$ cat config.mk
export PLATFORM = sky130hd
export DESIGN_NAME = puf_crp_sequencer
export DESIGN_NICKNAME = d
export VERILOG_FILES = /design/src/rtl/puf_pkg.sv /design/src/rtl/puf_chal_lfsr.sv /design/src/rtl/puf_crp_sequencer.sv
export SDC_FILE = /design/constraint.sdc
export NUM_CORES = 1
export LEC_CHECK = 0
export ABC_AREA = 1
export BUFFER_PORTS_ARGS = -buffer_cell sky130_fd_sc_hd__buf_2
export CAP_MARGIN = 40
export CORE_UTILIZATION = 46
export DETAILED_ROUTE_END_ITERATION = 10
export GPL_TIMING_DRIVEN = 0
export PLACE_DENSITY = 0.79
export SYNTH_ARGS = -nofsm -noshare
export SYNTH_HDL_FRONTEND = slang
export SYNTH_SLANG_ARGS = --single-unit
$ cat constraint.sdc
create_clock -name clk -period 4.4 [get_ports clk]
set_input_delay 0.44 -clock clk [delete_from_list [all_inputs] [get_ports clk]]
set_output_delay 0.44 -clock clk [all_outputs]
set_load 0.02 [all_outputs]
$ cat src/rtl/puf_pkg.sv
// Shared types and constants for the arbiter-PUF challenge/response sequencer.
// Holds the FSM state encoding, the 64-bit LFSR tap mask and the zero-seed substitute.
package puf_pkg;

    localparam int PUF_CHAL_W = 64;

    // Fibonacci taps 64,63,61,60 -> register bits 63,62,60,59
    localparam logic [PUF_CHAL_W-1:0] LFSR_TAPS     = 64'hD800_0000_0000_0000;
    localparam logic [PUF_CHAL_W-1:0] ZERO_SEED_SUB = 64'h0000_0000_0000_0001;

    typedef enum logic [2:0] {
        IDLE,
        APPLY,
        SETTLE,
        SAMPLE,
        DONE
    } state_t;

    function automatic logic [PUF_CHAL_W-1:0] lfsr_step(input logic [PUF_CHAL_W-1:0] c);
        return {c[PUF_CHAL_W-2:0], ^(c & LFSR_TAPS)};
    endfunction

endpackage

$ cat src/rtl/puf_chal_lfsr.sv
// Challenge register: loads the seed (zero replaced so the LFSR cannot lock) or steps the LFSR.
// Latency: one cycle from load/step to the new challenge. No backpressure; load has priority.
module puf_chal_lfsr
    import puf_pkg::*;
(
    input  logic                  clk,
    input  logic                  rst,
    input  logic                  load,
    input  logic                  step,
    input  logic [PUF_CHAL_W-1:0] seed,
    output logic [PUF_CHAL_W-1:0] chal
);

    always_ff @(posedge clk or posedge rst) begin
        if (rst) begin
            chal <= '0;
        end else if (load) begin
            chal <= (seed == '0) ? ZERO_SEED_SUB : seed;
        end else if (step) begin
            chal <= lfsr_step(chal);
        end
    end

endmodule

$ cat src/rtl/puf_crp_sequencer.sv
// Runs one arbiter-PUF evaluation: excite, settle, sample, step LFSR, per response bit.
// Latency: done RESP_BITS*(SETTLE_CYCLES+2)+1 cycles after start (x3 passes with PUF_MAJORITY_VOTE_EN).
// No backpressure: start is only honoured in IDLE and is never queued while busy.
module puf_crp_sequencer
    import puf_pkg::*;
#(
    parameter int RESP_BITS     = 64,
    parameter int SETTLE_CYCLES = 4
) (
    input  logic                  clk,
    input  logic                  rst,
    input  logic                  start,
    input  logic [PUF_CHAL_W-1:0] challenge_in,
    input  logic                  puf_resp,
    output logic [PUF_CHAL_W-1:0] puf_challenge,
    output logic                  puf_excite,
    output logic                  busy,
    output logic                  done,
    output logic [63:0]           response,
    output logic [6:0]            bit_count
);

    localparam int SW = $clog2(SETTLE_CYCLES + 1);

    state_t         state, state_nxt;
    logic [SW-1:0]  settle_cnt;
    logic           load, step;
    logic           settle_done, bit_last, last_pass, resp_bit;

    assign settle_done = (settle_cnt == SW'(SETTLE_CYCLES - 1));
    assign bit_last    = (bit_count == 7'(RESP_BITS - 1));

`ifdef PUF_MAJORITY_VOTE_EN
    logic [1:0] vote_cnt, pass_cnt, votes_now;

    // Include the current sample so the third pass can decide in the same cycle
    assign votes_now = vote_cnt + {1'b0, puf_resp};
    assign last_pass = (pass_cnt == 2'd2);
    assign resp_bit  = (votes_now >= 2'd2);

    always_ff @(posedge clk or posedge rst) begin
        if (rst) begin
            vote_cnt <= '0;
            pass_cnt <= '0;
        end else if (load || (state == SAMPLE && last_pass)) begin
            vote_cnt <= '0;
            pass_cnt <= '0;
        end else if (state == SAMPLE) begin
            vote_cnt <= votes_now;
            pass_cnt <= pass_cnt + 2'd1;
        end
    end
`else
    assign last_pass = 1'b1;
    assign resp_bit  = puf_resp;
`endif

    always_comb begin
        state_nxt  = state;
        load       = 1'b0;
        step       = 1'b0;
        puf_excite = 1'b0;
        busy       = 1'b0;
        done       = 1'b0;
        case (state)
            IDLE: begin
                if (start) begin
                    load      = 1'b1;
                    state_nxt = APPLY;
                end
            end
            APPLY: begin
                puf_excite = 1'b1;
                busy       = 1'b1;
                state_nxt  = SETTLE;
            end
            SETTLE: begin
                busy = 1'b1;
                if (settle_done) state_nxt = SAMPLE;
            end
            SAMPLE: begin
                busy = 1'b1;
                if (last_pass) begin
                    step      = 1'b1;
                    state_nxt = bit_last ? DONE : APPLY;
                end else begin
                    state_nxt = APPLY;
                end
            end
            DONE: begin
                done      = 1'b1;
                state_nxt = IDLE;
            end
            default: state_nxt = IDLE;
        endcase
    end

    always_ff @(posedge clk or posedge rst) begin
        if (rst) begin
            state      <= IDLE;
            settle_cnt <= '0;
            response   <= '0;
            bit_count  <= '0;
        end else begin
            state <= state_nxt;
            if (state == SETTLE && !settle_done) settle_cnt <= settle_cnt + SW'(1);
            else                                 settle_cnt <= '0;
            if (load) begin
                response  <= '0;
                bit_count <= '0;
            end else if (state == SAMPLE && last_pass) begin
                response  <= {response[62:0], resp_bit};
                bit_count <= bit_count + 7'd1;
            end
        end
    end

    puf_chal_lfsr u_lfsr (
        .clk  (clk),
        .rst  (rst),
        .load (load),
        .step (step),
        .seed (challenge_in),
        .chal (puf_challenge)
    );

endmodule
# Word-level counts from Yosys, hierarchy flattened
# Index checks and enable logic that the tools add are counted.
[classes]
n_reduce_logical = 9
eq_ne = 8
mux = 18
add_sub_neg = 2
[op_table]
columns = ["cell", "n"]
rows = [
  ["$mux W64", 5],
  ["$logic_not A64 Y1", 1],
  ["$reduce_xor A64 Y1", 1],
  ["$mux W7", 2],
  ["$mux W3", 4],
  ["$pmux W3 S4", 1],
  ["$eq A3 B2 Y1 const B", 3],
  ["$add A7 B1 Y7 const B", 1],
  ["$eq A7 B6 Y1 const B", 1],
  ["$mux W1", 6],
  ["$ne A2 B2 Y1 const B", 2],
  ["$reduce_bool A2 Y1", 2],
  ["$add A3 B1 Y3 const B", 1],
  ["$eq A3 B1 Y1 const B", 1],
  ["$eq A3 B3 Y1 const B", 1],
  ["$logic_not A3 Y1", 1],
  ["$reduce_or A3 Y1", 1],
  ["$reduce_and A2 Y1", 1],
  ["$logic_and A1 B1 Y1", 1],
  ["$logic_not A1 Y1", 1],
]
[totals]
output_inout_bits = 138
ff_bits = 141
in_bits = 68

# Logic depth before layout (Yosys ltp)
# Gate-level depths: netlist of run 1.
[logic_depth]
depth_word = 4
mapped_depth = 9
depth_no_buf = 9

# Hierarchy
# From an unflattened synthesis of run 1, not the netlist that was laid out.
[unflattened]
hier_cells = 797
area_unflattened_um2 = 6847.8
[by_module_without_submodules]
columns = ["module", "seq_area_each_um2", "cells_each", "n_inst", "area_per_inst_um2"]
rows = [
  ["puf_chal_lfsr", 1601.5, 424, 1, 3631.0],
  ["puf_crp_sequencer", 1926.8, 373, 1, 3216.8],
]

# Least setup slack after synthesis of run 1
# No wires, ideal clock.
[synth_timing]
path_kind = "register to output"
from = "reg state[1]"
to = "out done"
path_stages_with_launch = 3
t_arrival_ns = 0.984
required_time_ns = 3.960
setup_slack_ns = 2.976
cell_sequence = "dfrtp_1 > buf_4 > nor3_1"
[synth_via]
elab_chain_cells = 2
[synth_lines]
columns = ["item", "line", "source"]
rows = [
  ["start, declared", "puf_crp_sequencer.sv:25", "state_t state, state_nxt;"],
  ["start signal, assigned", "puf_crp_sequencer.sv:105", "state <= state_nxt;"],
  ["$eq A3 B3 Y1", "puf_crp_sequencer.sv:65", "case (state)"],
  ["$mux W1", "puf_crp_sequencer.sv:65", ""],
  ["end, declared", "puf_crp_sequencer.sv:18", "output logic done,"],
]
# No other way between the ends.

# Worst setup path in the final report of run 1
[layout_timing]
from = "reg state[0]"
to = "out busy"
[layout_via]
elab_chain_cells = 3
word_cells_on_any_way = 5
classes_between = "eq/ne: 3; mux: 1; reduce/logical: 1"
[layout_lines]
columns = ["item", "line", "source"]
rows = [
  ["$eq A3 B2 Y1 or $eq A3 B1 Y1 (tied branches)", "puf_crp_sequencer.sv:65", ""],
  ["$reduce_or A3 Y1 (no line) (*)", "-", ""],
  ["$mux W1 (*)", "puf_crp_sequencer.sv:65", ""],
  ["end, declared", "puf_crp_sequencer.sv:17", "output logic busy,"],
]
# Mark *: on every way between the ends. The rest lies on a longest branch, timed or not.

==> flow_metrics.py, run 1 <==
metrics = {
    "detailed_routing": {
        "viasPerCell": 5.14,
        "avgRoutedWirePerCell_um": 15.0,
        "wirelength_um": 16100,
        "ant_nets": 0,
        "vias": 5512,
        "drt_iter0_drc": 327,
        "dr.pass1.iters": 7,
        "drc": 0,
    },
    "timing": {
        "layout_min_cycle_time_ns": 1.75,
        "rsz0062_at_grt": "no",
        "slew_headroom": 0.625,
        "drv_slew": 0,
        "finClkSkew_ns": 0.00516,
        "tightest_slew_ns": 0.562,
        "final.period_utilization": 0.399,
        "setup_viol": 0,
        "hold_viol": 0,
        "clock.fmax_ghz": 0.570,
        "holdWs_ns": 0.0912,
    },
    "worst_hold_path": {
        "hp-class": "in2async",
    },
    "power_and_ir_drop": {
        "p_comb_frac": 0.466,
        "p_sw_frac": 0.440,
        "p_sw_mw": 3.07,
        "internal-power_mw": 3.91,
        "ir_worst_vdd_mv": 0.366,
        "clkPwrFrac": 0.210,
        "p_seq_frac": 0.324,
        "powerDensity_mw_per_mm2": 871,
        "p_leak_nw": 4.06,
    },
    "yosys": {
        "synthDistinctLibCells": 30,
        "synth_ff_type": "dfrtp_1",
        "syn_area_per_cell_um2": 9.27,
        "synthMostInstantiatedCell": "dfrtp_1",
        "synth_top_area_share": 0.575,
        "ys_seq_area_frac": 0.575,
        "async_flop_share": 1.00,
        "yosys-top-cells-count": "141 x dfrtp_1, 111 x inv_1, 106 x nand2_1",
        "syn_nets": 733,
        "synth_edf_count": 0,
        "synth_cells": 662,
        "yosysTopAreaCell": "dfrtp_1",
        "ys_seq_elements": 141,
        "syn_area_mm2": 0.00613,
        "synth_warnings": 0,
        "synthTopCellsByArea": "dfrtp_1 58%, inv_1 6.8%, nand2_1 6.5%",
    },
    "job": {
        "drv_cap": 0,
    },
    "layout": {
        "nets": 958,
        "area_growth_pct": 30.7,
        "nFillCells": 1125,
        "drive_gt1_frac": 0.312,
        "final_cells": 1073,
        "finish.utilization": 0.625,
    },
    "placement": {
        "hpwlAfterDp_um": 11800,
        "dp.cells": 1040,
        "io_buffer_count": 205,
        "place_congestion": 0.833,
    },
    "die": {
        "num_rows": 41,
        "design.die.area_mm2": 0.0138,
        "die_h_um": 117,
        "start_util": 0.478,
        "die_w_um": 117,
        "coreArea_mm2": 0.0128,
        "ios": 206,
    },
    "global_route": {
        "use_met1": 0.317,
        "grt_use_total": 0.242,
        "gr-max-usage-layer": "met2",
        "grt_antenna_before_repair": 0,
        "grt_pass1_wl_um": 26300,
        "grtUsageMet2": 0.396,
        "use_met3": 0.0528,
        "grt_max_degree": 82,
        "grt_pass1_vias": 5344,
        "grt.overflow.total": 0,
    },
    "clocking": {
        "cts_hold_buf": 0,
        "cts.sinks": 141,
        "clk_latency_ns": 0.41,
        "root_buffer": "clkbuf_16",
        "clk_pin_slew_ns": 0.06,
        "post_cts_buffers": 0,
        "tritoncts": "built",
        "clockBufferDepth": 2,
        "htreeDepth": 4,
        "cts_made_buffers": 17,
        "ctsResizeCount": 0,
    },
    "setup_path": {
        "r2r_setup_slack_ns": 2.77,
        "arrival_ns": 1.31,
        "end_kind": "output pin",
        "critPathKind": "reg2out",
        "required_ns": 3.96,
        "start_kind": "register",
        "path_max_fanout": 4,
    },
    "outcome": {
        "status": "finished clean",
    },
}
layout by cell type, fill, tap and decap left out, types with 7 or more instances in the layout:
cell       instances
clkbuf_1           7
inv_1            110
nor2_1            75
o21ai_1           30
buf_2            221
buf_6             14
clkbuf_16         17
nand2_1          106
dfrtp_1          141
o21ai_0           31
o221ai_1          34
o22ai_1           62
per-layer routing:
metal  routed length, µm  up-vias
li1                    -     2640
met4                 306        0
met2                7970      190
met1                7050     2657
met5                   0        -
met3                 799       25
power by group through the flow:
| stage | logic, mW | clock network (mW) | registers [mW] |
|---|---|---|---|
| 6_report | 3.25 | 1.47 | 2.26 |
| 3_5_place_dp | 3.26 | 0 | 2.27 |
| 4_1_cts | 3.27 | 1.49 | 2.26 |
| 5_1_grt | 3.54 | 1.56 | 2.34 |
| 3_3_place_gp | 3.19 | 0 | 2.25 |
| 2_1_floorplan | 1.46 | 0 | 2.95 |
flip-flops by register name, indices dropped and copies added, names as in the netlist:
name,count
bit_count,7
response,64
u_lfsr.chal,64
settle_cnt,3
state,3
final timing paths:
check | from | to | cells after the start
hold / removal | rst | response[34] | 2
hold reg to reg | settle_cnt[0] | settle_cnt[0] | 1
setup / recovery | state[0] | busy | 4
setup reg to reg | state[0] | u_lfsr.chal[30] | 5
max in group asynchronous | rst | u_lfsr.chal[35] | 3
min in group clk | challenge_in[48] | u_lfsr.chal[48] | 3
layout make-up:
type,instances,area [µm²],area share
inverters,114,435,0.0543
flip-flops and latches,141,3530,0.440
clock buffers,19,443,0.0552
clock inverters,13,164,0.0204
multi-input cells,369,1900,0.237
repair buffers,206,1050,0.131
diodes,1,2.50,0.000312
well taps,172,215,0.0268
plain buffers,38,275,0.0343
critical path: stages, from the launching register on:
cell and delay [ns]:
dfrtp_1 0.43, nor2_2 0.18, nand2_1 0.09, nand2_1 0.06, buf_2 0.15
metrics by stage:
stage	total power, mW	setup TNS (ns)	worst slack (ns)	cell area (µm²)
2_1_floorplan	4.41	0	0.179	6130
6_report	6.98	0	2.65	8020
3_5_place_dp	5.53	0	2.75	7410
5_1_grt	7.44	0	2.54	8020
4_1_cts	7.02	0	2.62	8020
3_3_place_gp	5.44	-190.57	-1.36	7380
logic make-up after synthesis:
group / count (synthesis) / synth area share
fa+ha+maj: 3 / 0.00612
flops: 141 / 0.575
buf+inv: 152 / 0.115
compound gates: 166 / 0.171
simple gates: 197 / 0.129
xor+xnor: 3 / 0.00428
Power figures use the tool's default switching activity.
==> inputs of run 2 (changes only) <==
PLACE_DENSITY = 0.76   (was 0.79)
clock period = 1.8 ns   (was 4.4 ns; I/O delays follow)
==> run 2 against run 1 <==
Utilization is 4.4 points higher. Worst setup slack worse by 2.5 ns. Clock-buffer cell count unchanged. Via count rose by 5.8%. Power grew 140%. Non-clock buffer count grew 61. Combinational power increased by 150%. Final area is 7.1% higher. Clock power increased by 120%. Clock skew increased by 0.0046 ns. Flip-flop and latch count unchanged. Register-to-register slack got worse by 2.6 ns. Largest cell class unchanged.
==> flow_metrics.py, run 2 (synthesized netlist as in run 1, its figures left out) <==
metrics = {
    "power_and_ir_drop": {
        "p_seq_frac": 0.329,
        "ir_worst_vdd_mv": 0.895,
        "clkPwrFrac": 0.194,
        "p_sw_frac": 0.451,
        "internal-power_mw": 9.29,
        "power_mw": 16.9,
        "p_comb_frac": 0.477,
        "p_leak_nw": 4.30,
        "p_sw_mw": 7.62,
        "powerDensity_mw_per_mm2": 1970,
    },
    "detailed_routing": {
        "viasPerCell": 5.15,
        "drt_iter0_drc": 437,
        "vias": 5830,
        "drc": 0,
        "dr.pass1.iters": 7,
        "ant_nets": 0,
        "wirelength_um": 17200,
        "avgRoutedWirePerCell_um": 15.2,
    },
    "clocking": {
        "ctsResizeCount": 0,
        "clockBufferDepth": 2,
        "tritoncts": "built",
        "cts.sinks": 141,
        "root_buffer": "clkbuf_16",
        "post_cts_buffers": 0,
        "cts_made_buffers": 17,
        "htreeDepth": 4,
        "clk_pin_slew_ns": 0.06,
        "clk_latency_ns": 0.43,
    },
    "setup_path": {
        "required_ns": 2.08,
        "critPathKind": "reg2reg",
        "end_kind": "register",
        "start_kind": "register",
        "timing.rr.end": "u_lfsr.chal[32]",
        "r2r_setup_slack_ns": 0.13,
        "arrival_ns": 1.96,
        "path_max_fanout": 10,
        "r2r_start": "state[0]",
        "r2r_cells": 5,
    },
    "timing": {
        "setup_viol": 0,
        "layout_min_cycle_time_ns": 1.67,
        "finClkSkew_ns": 0.00978,
        "tightest_slew_ns": 0.793,
        "rsz0062_at_grt": "no",
        "setup_ws_ns": 0.128,
        "final.period_utilization": 0.929,
        "drv_slew": 0,
        "slew_headroom": 0.470,
        "setup_tns_ns": 0,
        "holdWs_ns": 0.0178,
        "clock.fmax_ghz": 0.598,
        "hold_viol": 0,
    },
    "layout": {
        "nFillCells": 1009,
        "nets": 1019,
        "antenna_cells": 0,
        "area_growth_pct": 40.0,
        "top_regs": "response x64, u_lfsr.chal x64, bit_count x7",
        "finish.utilization": 0.670,
        "layout_common_cells": "221 x buf_2, 141 x dfrtp_1, 110 x inv_1",
        "drive_gt1_frac": 0.296,
        "mostFrequentLayoutCell": "buf_2",
    },
    "global_route": {
        "grt.overflow.total": 0,
        "grt_antenna_before_repair": 0,
        "grt_max_degree": 40,
        "grt_use_total": 0.258,
        "grt_pass1_wl_um": 28000,
        "grt_pass1_vias": 5736,
    },
    "die": {
        "start_util": 0.478,
        "design.die.area_mm2": 0.0138,
        "ios": 206,
        "num_rows": 41,
        "die_w_um": 117,
        "coreArea_mm2": 0.0128,
        "die_h_um": 117,
    },
    "placement": {
        "place_congestion": 0.838,
        "dp_slack_ns": 0.153,
        "io_buffer_count": 205,
        "hpwlAfterDp_um": 11800,
    },
    "worst_hold_path": {
        "whs_path_depth": 3,
        "hp-class": "in2reg",
        "holdCritStartpoint": "challenge_in[18]",
        "whs_endpoint": "u_lfsr.chal[18]",
    },
    "outcome": {
        "status": "finished clean",
    },
    "job": {
        "drv_cap": 0,
    },
}
==> run 2: cell count changes in the layout (fill, tap and decap cells not counted) <==
| cell | delta |
|---|---|
| clkinv_4 | +1 |
| clkbuf_1 | -1 |
| inv_6 | +3 |
| dlygate4sd3_1 | +59 |
| buf_16 | -1 |
| buf_12 | +3 |
| clkinv_2 | -1 |
| clkbuf_8 | +1 |
| diode_2 | -1 |
| bufinv_16 | -3 |
==> run 2: worst max-delay path by stage <==
stage / startpoint / endpoint / slack, ns / cells after the start
6_report: state[0] / u_lfsr.chal[32] / 0.13 / 5
5_1_grt: state[0] / u_lfsr.chal[31] / 0.006 / 5
3_3_place_gp: rst / settle_cnt[1] / -1.01 / 2
2_1_floorplan: rst / bit_count[0] / -0.14 / 1
3_5_place_dp: state[0] / u_lfsr.chal[32] / 0.15 / 5
4_1_cts: state[0] / u_lfsr.chal[32] / 0.09 / 5
==> run 2: layer usage <==
layer | global-route usage | share of wire | vias to the layer above | wire length, µm
li1 | - | - | 2765 | -
met1 | 0.327 | 0.43 | 2796 | 7390
met2 | 0.417 | 0.48 | 225 | 8270
met3 | 0.0673 | 0.059 | 44 | 1020
met4 | 0.113 | 0.029 | 0 | 493
met5 | 0 | 0 | - | 0
==> run 2: power by group through the flow <==
stage / logic (mW) / clock network (mW) / registers [mW]
after floorplan: 3.57 / 0 / 7.22
after global placement: 7.77 / 0 / 5.52
after detailed placement: 7.92 / 0 / 5.55
after CTS: 8.06 / 3.34 / 5.53
after global routing: 8.78 / 3.49 / 5.74
final: 8.07 / 3.28 / 5.56
==> run 2: layout make-up <==
type | instances | area [µm²] | share of cell area
plain buffers | 38 | 275 | 0.0321
clock buffers | 19 | 453 | 0.0527
clock inverters | 13 | 105 | 0.0122
inverters | 114 | 434 | 0.0506
multi-input cells | 369 | 1900 | 0.221
flip-flops and latches | 141 | 3530 | 0.411
well taps | 172 | 215 | 0.0251
repair buffers | 267 | 1680 | 0.195
==> run 2: stage by stage <==
stage,instance area (µm²),instances
2_1_floorplan,6140,662
6_report,8590,1133
3_3_place_gp,7380,1039
3_5_place_dp,7440,1042
4_1_cts,8590,1133
5_1_grt,8590,1133
==> run 2: worst max-delay path: stages, from the launching register on <==
cell	delay, ns
dfrtp_1	0.44
nor2_2	0.19
nand3_2	0.25
nand2_4	0.24
buf_2	0.27
o221ai_1	0.14
==> run 2: what timing repair did <==
item / in CTS / in global routing
endpoints found under the hold margin: 91 / 0
hold buffers: 59 / 0
endpoints found under the setup margin: 0 / 0
==> inputs of run 3 (changes only) <==
PLACE_DENSITY = 0.75   (was 0.76)
==> run 3 against run 2 <==
Non-clock buffer count shrank 4. Register-to-register slack gained 0.02 ns. Clock skew shrank 0.0021 ns. Clock power grew 12%. Clock-buffer cell count is the same. Flip-flop and latch count is the same. Largest power group unchanged. Highest routed layer unchanged.
==> flow_metrics.py, run 3 (synthesized netlist as in run 1, its figures left out) <==
metrics = {
    "layout": {
        "antenna_cells": 0,
        "final_cells": 1127,
        "drive_gt1_frac": 0.295,
        "nets": 1015,
        "layout_common_cells": "221 x buf_2, 141 x dfrtp_1, 110 x inv_1",
        "mostFrequentLayoutCell": "buf_2",
        "top_regs": "response x64, u_lfsr.chal x64, bit_count x7",
        "area_growth_pct": 40.3,
    },
    "timing": {
        "slew_headroom": 0.494,
        "drv_slew": 0,
        "final.period_utilization": 0.917,
        "layout_min_cycle_time_ns": 1.65,
        "rsz0062_at_grt": "no",
        "setup_viol": 0,
        "hold_viol": 0,
        "tightest_slew_ns": 0.758,
        "finClkSkew_ns": 0.00770,
        "clock.fmax_ghz": 0.606,
        "holdWs_ns": 0.0200,
    },
    "setup_path": {
        "path_max_fanout": 10,
        "critical_path.max_stage_delay_ns": 0.42,
        "end_kind": "register",
        "required_ns": 2.07,
        "arrival_ns": 1.92,
        "critPathKind": "reg2reg",
        "crit_family": "simple AND/OR/NAND/NOR gates",
        "worst_path_max_delay_cell": "dfrtp_1",
        "worstPathCellList": "nor2_2, nand3_2, nand2_4, buf_4, inv_2, nand2_1, o211ai_1",
        "path_buf_inv": 2,
        "start_kind": "register",
    },
    "detailed_routing": {
        "ant_nets": 0,
        "wirelength_um": 16700,
        "dr.pass1.iters": 5,
        "vias": 5683,
        "viasPerCell": 5.04,
        "drt_iter0_drc": 299,
        "drc": 0,
        "avgRoutedWirePerCell_um": 14.9,
    },
    "placement": {
        "place_congestion": 0.802,
        "io_buffer_count": 205,
        "dp.cells": 1042,
        "hpwlAfterDp_um": 11600,
    },
    "clocking": {
        "clk_pin_slew_ns": 0.06,
        "htreeDepth": 4,
        "cts_made_buffers": 17,
        "clockBufferDepth": 2,
        "tritoncts": "built",
        "ctsResizeCount": 0,
        "clk_latency_ns": 0.41,
        "cts.sinks": 141,
        "root_buffer": "clkbuf_16",
    },
    "die": {
        "design.die.area_mm2": 0.0138,
        "ios": 206,
        "start_util": 0.478,
        "num_rows": 41,
        "coreArea_mm2": 0.0128,
        "die_w_um": 117,
        "die_h_um": 117,
    },
    "outcome": {
        "status": "finished clean",
    },
    "worst_hold_path": {
        "hp-class": "in2reg",
    },
    "global_route": {
        "grt_pass1_vias": 5570,
        "grt_pass1_wl_um": 27500,
        "grt_use_total": 0.253,
        "grt.overflow.total": 0,
        "grt_max_degree": 40,
        "grt_antenna_before_repair": 0,
    },
    "power_and_ir_drop": {
        "powerDensity_mw_per_mm2": 2000,
        "ir_worst_vdd_mv": 0.956,
        "p_leak_nw": 4.31,
    },
    "job": {
        "drv_cap": 0,
    },
}
[run 3: layout make-up]
type,instances,area (µm²)
fillers,1022,4220
repair buffers,263,1640
well taps,172,215
multi-input cells,369,1900
flip-flops and latches,141,3530
clock inverters,11,166
clock buffers,19,453
inverters,114,434
plain buffers,38,275
[run 3: metrics by stage]
step / utilization / setup WS (ns) / setup TNS, ns / instance area [µm²] / power, mW
floorplan: - / -0.143 / -20.17 / 6140 / 10.8
global placement: 0.575 / -1.03 / -144.21 / 7380 / 13.3
detailed placement: 0.580 / 0.159 / 0 / 7440 / 13.5
CTS: 0.671 / 0.122 / 0 / 8610 / 17.3
global route: 0.671 / 0.0280 / 0 / 8610 / 18.3
finish: 0.671 / 0.149 / 0 / 8610 / 17.3
[run 3: power by group]
part | internal [mW] | switching, mW | leakage (nW)
logic | 2.77 | 5.27 | 2.18
registers | 4.65 | 0.901 | 1.83
clock network | 2.37 | 1.28 | 0.297
[run 3: worst reg2reg max path, stage by stage, from the launching register on]
cell and delay, ns:
dfrtp_1 0.42, nor2_2 0.18, nand3_2 0.23, nand2_4 0.24, buf_4 0.21, inv_2 0.07, nand2_1 0.06, o211ai_1 0.10
[run 3: path summary, 6_finish.rpt]
check                                     start              end  slack [ns]  cells past startpoint
worst max-delay path                   state[0]  u_lfsr.chal[62]        0.15                      7
worst min-delay path            challenge_in[5]   u_lfsr.chal[5]        0.02                      3
worst max register to register         state[0]  u_lfsr.chal[62]        0.15                      7
worst min register to register    settle_cnt[0]    settle_cnt[0]        0.44                      1
max in group asynchronous                   rst     bit_count[6]        0.46                      5
min in group asynchronous                   rst     response[55]        0.45                      3
[run 3: repair_timing]
item / 4_1_cts / 5_1_grt
endpoints found under the hold margin: 86 / 0
hold buffers: 55 / 0
buffers inserted: 0 / 0
[run 3: per-layer routing]
layer  GRT usage  vias to the layer above  routed length, µm
li1            -                     2756                  -
met1       0.327                     2703               7430
met2       0.412                      202               8070
met3      0.0640                       22                954
met4      0.0889                        0                292
met5           0                        -                  0
